File: src/rtl/gate_bist_ctrl.sv
// Self-test sequencer for the shared 2-input gate unit. Walks 28 fixed
// vectors (7 opcodes x 4 {a,b} combos), lets each settle, compares gate_y
// with a built-in golden model, counts mismatches and records the first one.
module gate_bist_ctrl #(
    parameter int SETTLE_CYC = 1,
    parameter int ERR_W      = 5
) (
    input  logic             clk,
    input  logic             rst_n,
    input  logic             start,
    input  logic             abort,
    output logic [2:0]       gate_op,
    output logic             gate_a,
    output logic             gate_b,
    input  logic             gate_y,
    output logic             busy,
    output logic             done,
    output logic             pass,
    output logic [ERR_W-1:0] err_count,
    output logic             fail_vld,
    output logic [2:0]       fail_op,
    output logic [1:0]       fail_ab,
    output logic             fail_got
);

    typedef enum logic [1:0] {IDLE, SETTLE, CHECK, DONE} state_e;

    // With no settle time each vector goes straight to its compare cycle.
    localparam state_e          VEC_ST   = (SETTLE_CYC == 0) ? CHECK : SETTLE;
    localparam int              CW       = (SETTLE_CYC > 1) ? $clog2(SETTLE_CYC) : 1;
    localparam logic [CW-1:0]   SLAST    = CW'((SETTLE_CYC > 0) ? SETTLE_CYC - 1 : 0);
    localparam logic [4:0]      LAST_IDX = 5'd27;
    localparam logic [ERR_W-1:0] ERR_MAX = '1;

    state_e           state_q, state_d;
    logic [4:0]       idx_q, idx_d;      // vector index: {op[2:0], a, b}
    logic [CW-1:0]    cnt_q, cnt_d;
    logic             busy_q, busy_d;
    logic             pass_q, pass_d;
    logic [ERR_W-1:0] err_q, err_d;
    logic             fvld_q, fvld_d;
    logic [2:0]       fop_q, fop_d;
    logic [1:0]       fab_q, fab_d;
    logic             fgot_q, fgot_d;
    logic             exp_y;
    logic             mismatch;

    // Expected gate result for a vector; NOT ignores b.
    function automatic logic golden(input logic [4:0] v);
        logic a, b;
        a = v[1];
        b = v[0];
        case (v[4:2])
            3'd0:    return a & b;
            3'd1:    return a | b;
            3'd2:    return ~a;
            3'd3:    return ~(a & b);
            3'd4:    return ~(a | b);
            3'd5:    return a ^ b;
            3'd6:    return ~(a ^ b);
            default: return 1'b0;
        endcase
    endfunction

    assign exp_y    = golden(idx_q);
    // Case inequality so an X/Z from the unit is flagged as a failure.
    assign mismatch = (gate_y !== exp_y);

    // Next-state and datapath updates for the sequencer.
    always_comb begin
        state_d = state_q;
        idx_d   = idx_q;
        cnt_d   = cnt_q;
        busy_d  = busy_q;
        pass_d  = pass_q;
        err_d   = err_q;
        fvld_d  = fvld_q;
        fop_d   = fop_q;
        fab_d   = fab_q;
        fgot_d  = fgot_q;
        case (state_q)
            IDLE: begin
                if (start && !abort) begin
                    state_d = VEC_ST;
                    idx_d   = '0;
                    cnt_d   = '0;
                    busy_d  = 1'b1;
                    pass_d  = 1'b0;
                    err_d   = '0;
                    fvld_d  = 1'b0;
                    fop_d   = '0;
                    fab_d   = '0;
                    fgot_d  = 1'b0;
                end
            end
            SETTLE: begin
                if (cnt_q == SLAST) begin
                    state_d = CHECK;
                    cnt_d   = '0;
                end else begin
                    cnt_d = cnt_q + CW'(1);
                end
            end
            CHECK: begin
                if (mismatch) begin
                    if (err_q != ERR_MAX) err_d = err_q + ERR_W'(1);
                    if (!fvld_q) begin
                        fvld_d = 1'b1;
                        fop_d  = idx_q[4:2];
                        fab_d  = idx_q[1:0];
                        fgot_d = gate_y;
                    end
                end
                if (idx_q == LAST_IDX) begin
                    state_d = DONE;
                    pass_d  = (err_d == '0);
                end else begin
                    state_d = VEC_ST;
                    idx_d   = idx_q + 5'd1;
                    cnt_d   = '0;
                end
            end
            DONE: begin
                state_d = IDLE;
                busy_d  = 1'b0;
            end
            default: state_d = IDLE;
        endcase
        // Abort overrides everything, including this cycle's compare;
        // error count and first-fail capture are left as they were.
        if (abort && state_q != IDLE) begin
            state_d = IDLE;
            idx_d   = '0;
            cnt_d   = '0;
            busy_d  = 1'b0;
            pass_d  = 1'b0;
            err_d   = err_q;
            fvld_d  = fvld_q;
            fop_d   = fop_q;
            fab_d   = fab_q;
            fgot_d  = fgot_q;
        end
    end

    // State and result registers.
    always_ff @(posedge clk or negedge rst_n) begin
        if (!rst_n) begin
            state_q <= IDLE;
            idx_q   <= '0;
            cnt_q   <= '0;
            busy_q  <= 1'b0;
            pass_q  <= 1'b0;
            err_q   <= '0;
            fvld_q  <= 1'b0;
            fop_q   <= '0;
            fab_q   <= '0;
            fgot_q  <= 1'b0;
        end else begin
            state_q <= state_d;
            idx_q   <= idx_d;
            cnt_q   <= cnt_d;
            busy_q  <= busy_d;
            pass_q  <= pass_d;
            err_q   <= err_d;
            fvld_q  <= fvld_d;
            fop_q   <= fop_d;
            fab_q   <= fab_d;
            fgot_q  <= fgot_d;
        end
    end

    assign gate_op   = idx_q[4:2];
    assign gate_a    = idx_q[1];
    assign gate_b    = idx_q[0];
    assign busy      = busy_q;
    assign done      = (state_q == DONE);
    assign pass      = pass_q;
    assign err_count = err_q;
    assign fail_vld  = fvld_q;
    assign fail_op   = fop_q;
    assign fail_ab   = fab_q;
    assign fail_got  = fgot_q;

endmodule
File: config.mk
export PLATFORM = sky130hd
export DESIGN_NAME = gate_bist_ctrl
export DESIGN_NICKNAME = d
export VERILOG_FILES = /design/src/rtl/gate_bist_ctrl.sv
export SDC_FILE = /design/constraint.sdc
export NUM_CORES = 1
export LEC_CHECK = 0
export BUFFER_PORTS_ARGS = -buffer_cell sky130_fd_sc_hd__buf_2
export CORE_AREA = 2 2 59 61
export CTS_BUF_LIST = sky130_fd_sc_hd__clkbuf_8
export CTS_CLUSTER_SIZE = 40
export DETAILED_ROUTE_END_ITERATION = 6
export DIE_AREA = 0 0 61 63
export PLACE_DENSITY = 0.59
export SLEW_MARGIN = 20
export SYNTH_ARGS = -nofsm -noshare
export SYNTH_HDL_FRONTEND = slang
export SYNTH_SLANG_ARGS = --single-unit
File: constraint.sdc
create_clock -name clk -period 2.3 [get_ports clk]
set_clock_uncertainty 0.1 [all_clocks]
set_input_delay 0.115 -clock clk [delete_from_list [all_inputs] [get_ports clk]]
set_output_delay 0.115 -clock clk [all_outputs]
set_load 0.01 [all_outputs]
### Yosys cells after proc, flatten, opt, wreduce, memory -nomap -nowiden

Cells that the tools add are included.
Widths: inputs -> output; s select.

* register bits: 22
* input port bits: 5
* output and inout port bits: 20
* logic and storage cells: 97

* add/subtract/negate cells: 3
* eq/ne operators: 19
* mux-type cells: 38
* bitwise operators: 8
* reductions and logical operators: 19

Operators with widths (number)
* $mux 5: 6
* $pmux 5 s2: 2
* $mux 2: 7
* $ne 3x3->1 const B: 4
* $reduce_and 3->1: 4
* $mux 1: 11
* $add 5x1->5 const B: 2
* $eq 3x3->1 const B: 3
* $mux 3: 3
* $pmux 1 s2: 4
* $pmux 2 s4: 1
* $pmux 1 s7: 1
* $eq 3x2->1 const B: 2
* $ne 2x2->1 const B: 3
* $pmux 3 s2: 1
* $reduce_bool 3->1: 2
* $eq 5x5->1 const B: 1
* $logic_not 5->1: 1
* $ne 5x5->1 const B: 1
* $not 1->1: 5
* $reduce_and 5->1: 1
* $eq 2x2->1 const B: 2
* $pmux 2 s2: 1
* $reduce_and 2->1: 2
* 15 further kinds: 17

### Depth between registers and ports, before layout

* word-level depth: 10
* depth in mapped cells: 9

### Worst setup path after synthesis

No wires, ideal clock.

* kind: register -> register
* start point: register idx_q[0]
* end point: register fab_q[0], in the netlist fail_ab[0]
* library setup time: 0.122 ns
* arrival time: 2.154 ns
* slack: -0.075 ns
* stages on the path, launching flop included: 9
* cells stage by stage: dfrtp_1 > inv_1 > ha_1 > nand2_1 > o21a_1 > mux4_2 > mux2_4 > buf_6 > a32o_1

* word-level cells in the longest chain between the ends: 6
* elaborated cells on any way between the ends: 13
* classes of those cells: 2 x eq/ne; 4 x mux; 6 x bitwise; 1 x reduce/logical

RTL lines
* start, declared: RTL line 36 `logic [4:0] idx_q, idx_d;`
* start signal, assigned: RTL line 160 `idx_q <= idx_d;`
* $xor 1x1->1 (tied with other cells): RTL line 59, 60
* $not 1->1, on equally long branches: RTL line 60, 57, 58
* $pmux 1 s7: RTL line 53 `case (v[4:2])`
* $nex 1x1->1: RTL line 67 `assign mismatch = (gate_y !== exp_y);`
* $ne 2x2->1 (no source line)
* $reduce_and 5->1 (no source line)
* end signal, assigned: RTL line 156 `fab_q <= '0;`
* end signal, assigned: RTL line 167 `fab_q <= fab_d;`
* end, declared: RTL line 43 `logic [1:0] fab_q, fab_d;`

Parallel ways exist; a longest one is shown, timed or not. The select of a mux whose other input is x is not followed.
A chain may end at the register's enable or synchronous reset.

### Worst setup path after layout

* start point: register idx_q[1]
* end point: register fgot_q, in the netlist fail_got

* word-level cells in the longest chain between the ends: 6
* elaborated cells on any way between the ends: 11
* classes of those cells: 2 x eq/ne; 1 x mux; 7 x bitwise; 1 x reduce/logical

RTL lines
* $xor 1x1->1 (tied with other cells): RTL line 59, 60
* $not 1->1, on equally long branches: RTL line 60, 57, 58
* $pmux 1 s7 *: RTL line 53
* $nex 1x1->1 *: RTL line 67
* $ne 2x2->1 (no source line) *
* $reduce_and 5->1 (no source line) *
* end signal, assigned: RTL line 168 `fgot_q <= fgot_d;`
* end, declared: RTL line 44 `logic fgot_q, fgot_d;`

Every way passes the cells marked *; elsewhere a longest branch is shown, timed or not.

==> summary.md <==
| Metric | Value |
|---|---|
| Initial DRC count | `34` |
| Horizontal die dimension | `61 µm` |
| Max Fclk | `447.1 MHz` |
| Netlist area before placement | `0.001224 mm²` |
| Least setup slack across all paths after layout | `63.57 ps` |
| Via Count | `1,175` |
| Maximum vdd ir drop | `261.0 µV` |
| Count of cell instances traversed by the critical path | `7` |
| Die Footprint | `0.003843 mm²` |
| Total count of max-transition violations in the final report | `0` |
| Standby leakage power | `0.0007051 µW` |
| CTS tree | `built` |
| Headroom to the max-slew limit | `66.95%` |
| Global-route wire length before repair | `5223 µm` |
| Hold Violations, Final | `0` |
| Fin crit share | `97.24%` |
| Deepest level of the CTS H-tree | `1` |
| Critical Path Sink Type | `flop` |
| Critical register-to-register path startpoint | `idx_q[1]` |
| Area post-placement | `0.001439 mm²` |
| Number of setup violations in the final report | `0` |
| Mean Syn Cell Area | `8.741 µm²` |
| First-pass iteration count of the detailed router | `4` |
| Area growth from synthesis to layout | `24.64%` |
| DP Wirelength | `2374 µm` |
| Number of buffers added for setup after CTS | `0` |
| Cell Count, Final, Fillers Out | `219` |
| GRT Overall Usage | `18.09%` |
| Top Family by Delay on Critical Path | `multiplexers` |
| Worst EP arrival | `2290 ps` |
| Post-route ant nets | `0` |
| Largest net degree at the start of global routing | `22` |
| Top-Level Pins | `25` |
| Number of nets in the synthesized netlist | `148` |
| Peak fanout along the critical path | `6` |
| Input/output buffers | `24` |
| Setup repair after global routing missed its margin | `true` |
| Slew at the pin with the worst max-slew slack | `495.8 ps` |
| Placed Cells incl. Taps | `212` |
| Amount of wire on met3 after detailed routing | `151 µm` |
| Fin util | `47.19%` |
| Wire length on met2 | `1587 µm` |
| Nature of the critical path startpoint | `flop` |
| Core Area | `0.003232 mm²` |
| Number of buffers inserted during clock tree synthesis | `3` |
| Fraction of layout cells with a size suffix above 1 | `27.75%` |
| Crit-path max cell delay | `550 ps` |
| Number of core rows | `21` |
| Yosys warns | `0` |
| Clock root buffer | `sky130_fd_sc_hd__clkbuf_8` |
| Buffers plus inverters on the worst setup path | `1` |
| Final min period | `2236 ps` |
| Top Metal Used | `met4` |
| Post-detailed-routing wire length | `3228 µm` |
| Count of flip-flops with a built-in enable after synthesis | `0` |
| Endpoint required time on the critical path | `2360 ps` |
| Vias in the first global route | `1,119` |
| Critical path startpoint | `idx_q[1]` |
| Per-cell routed wire length | `14.74 µm` |
| Clk slew on worst S/H paths | `80 ps` |
| Later-pin clock latency in the skew report | `260 ps` |
| Crit path cell chain | `inv_2 -> ha_4 -> nand2_2 -> o21a_1 -> mux4_2 -> mux2_4 -> a32o_1` |
| Capturing element of the worst setup path | `fail_got` |
| Routability-driven placement congestion ratio | `0.7829` |
| Count of unresolved DRC violations after routing | `0` |
| Area of all placed cells without fillers | `0.001525 mm²` |
| Cell count after synthesis | `140` |
| Antenna cells | `0` |
| Maximum number of buffers from clock root to sink | `2` |
| Final Net Count | `182` |
| Via density | `5.365` |
| Worst-case register-to-register setup slack | `60 ps` |
| # clock sinks | `21` |
| Kind of critical path | `flop to flop` |
| Yosys cell types | `37` |
| Starting density of the core | `37.86%` |
| Sequential fraction of the synthesis area | `42.94%` |
| Class of the tightest hold or removal check | `input pin to flop` |
| Max-cap check violation count | `0` |
| Number of antenna violations at the first check in global routing | `0` |
| Total overflow reported by the global router | `0` |
| Number of cell instances on the worst register-to-register path | `7` |
| Outcome | `completed` |
| End of the worst register-to-register path | `fail_got` |
| Worst-case setup slack after placement | `63.98 ps` |
| Count of state elements after synthesis | `21` |
| Die Ht | `63 µm` |
| Most common flop cell mapped by yosys | `sky130_fd_sc_hd__dfrtp_1` |
| Routed met1 length | `1438 µm` |
| Cell type of the slowest stage on the worst timing path | `sky130_fd_sc_hd__mux4_2` |
| Power per standard cell area | `489.2 mW/mm²` |
| Async set or reset register ratio after synthesis | `100.0%` |
-- through the flow --
| stage | setup TNS [ps] | power [µW] | hold slack [ps] |
|---|---|---|---|
| 6_report | 0 | 746.2 | 96.53 |
| 3_5_place_dp | 0 | 496.9 | 11.71 |
| 3_3_place_gp | 0 | 493.2 | 5.908 |
| 5_1_grt | -134.7 | 785.5 | 124.4 |
| 2_1_floorplan | 0 | 454.3 | -280.6 |
| 4_1_cts | 0 | 747.1 | 101.7 |
-- worst min-delay path: cells and delay by family --
kind                   cells  cell delay, ps
AO/OA/AOI/OAI              2             130
buffers and inverters      1             120
AND/OR/NAND/NOR            1              70
-- state kept, by name, indices dropped and copies added, names as in the netlist --
register / count
state_q: 2
fail_ab: 2
fail_vld: 1
fail_got: 1
err_count: 5
idx_q: 5
pass: 1
busy: 1
fail_op: 3
-- layer usage --
| layer | vias to the layer above | global-route usage, % |
|---|---|---|
| met2 | 33 | 28.76 |
| met3 | 7 | 2.899 |
| met5 | - | 0 |
| met4 | 0 | 5.978 |
| met1 | 561 | 24.64 |
| li1 | 574 | - |
-- cells by family (layout without fill, tap and decap cells) --
group | after synthesis | after routing | share of synthesized area, %
xor+xnor | 4 | 4 | 3.477
buf+inv | 13 | 45 | 4.908
compound gates | 39 | 39 | 19.84
simple gates | 58 | 58 | 22.70
fa+ha+maj | 3 | 3 | 3.068
flops | 21 | 21 | 42.94
mux | 2 | 3 | 3.067
-- cells in the mapped netlist (all sizes together), types with 2 or more instances --
master  count  area share (%)
nand3       8             3.3
a32o        2             1.6
nor2       10             3.1
xnor2       3             2.8
nor3        4             1.6
nor2b       2             1.0
buf         2             1.5
nand2      21             6.4
dfrtp      21              43
o21ai      17             7.0
ha          3             3.1
a21oi       6             2.5
inv         8             2.5
nand4       6             3.1
o211ai      7             4.3
clkbuf      3            0.92
-- area by class of cell --
cell class | instances | area [µm²]
clock inverters | 1 | 5.005
inverters | 8 | 30.03
multi-input cells | 107 | 670.6
clock buffers | 3 | 41.29
flip-flops and latches | 21 | 528.0
well taps | 46 | 57.56
repair buffers | 33 | 192.7
fillers | 322 | 1707
-- where the power goes --
| part | switching [µW] | internal [µW] | total, µW |
|---|---|---|---|
| Sequential | 13.1 | 378 | 391 |
| Combinational | 64.6 | 39.4 | 104 |
| Clock | 130 | 121 | 251 |
-- timing repair --
action,4_1_cts,5_1_grt
hold buffers,2,0
resized for setup,0,4
endpoints found under the hold margin,22,0
endpoints found under the setup margin,0,9
-- layout by cell type (no fill, tap or decap), drive strengths merged, types with 4 or more instances in the layout --
cell type and instances:
a21oi 6, buf 31, dfrtp 21, inv 8, nand2 21, nand3 8
nand4 6, nor2 10, nor3 4, o211ai 7, o21ai 17
-- worst min path at each step --
stage,slack [ps],cells after the start,end,from
finish,100,4,err_count[4],start
global route,120,2,fail_got,gate_y
CTS,100,4,err_count[4],start
detailed placement,10,1,busy,rst_n
global placement,6,1,busy,rst_n
floorplan,-280,0,busy,rst_n
Power figures use the tool's default switching activity.
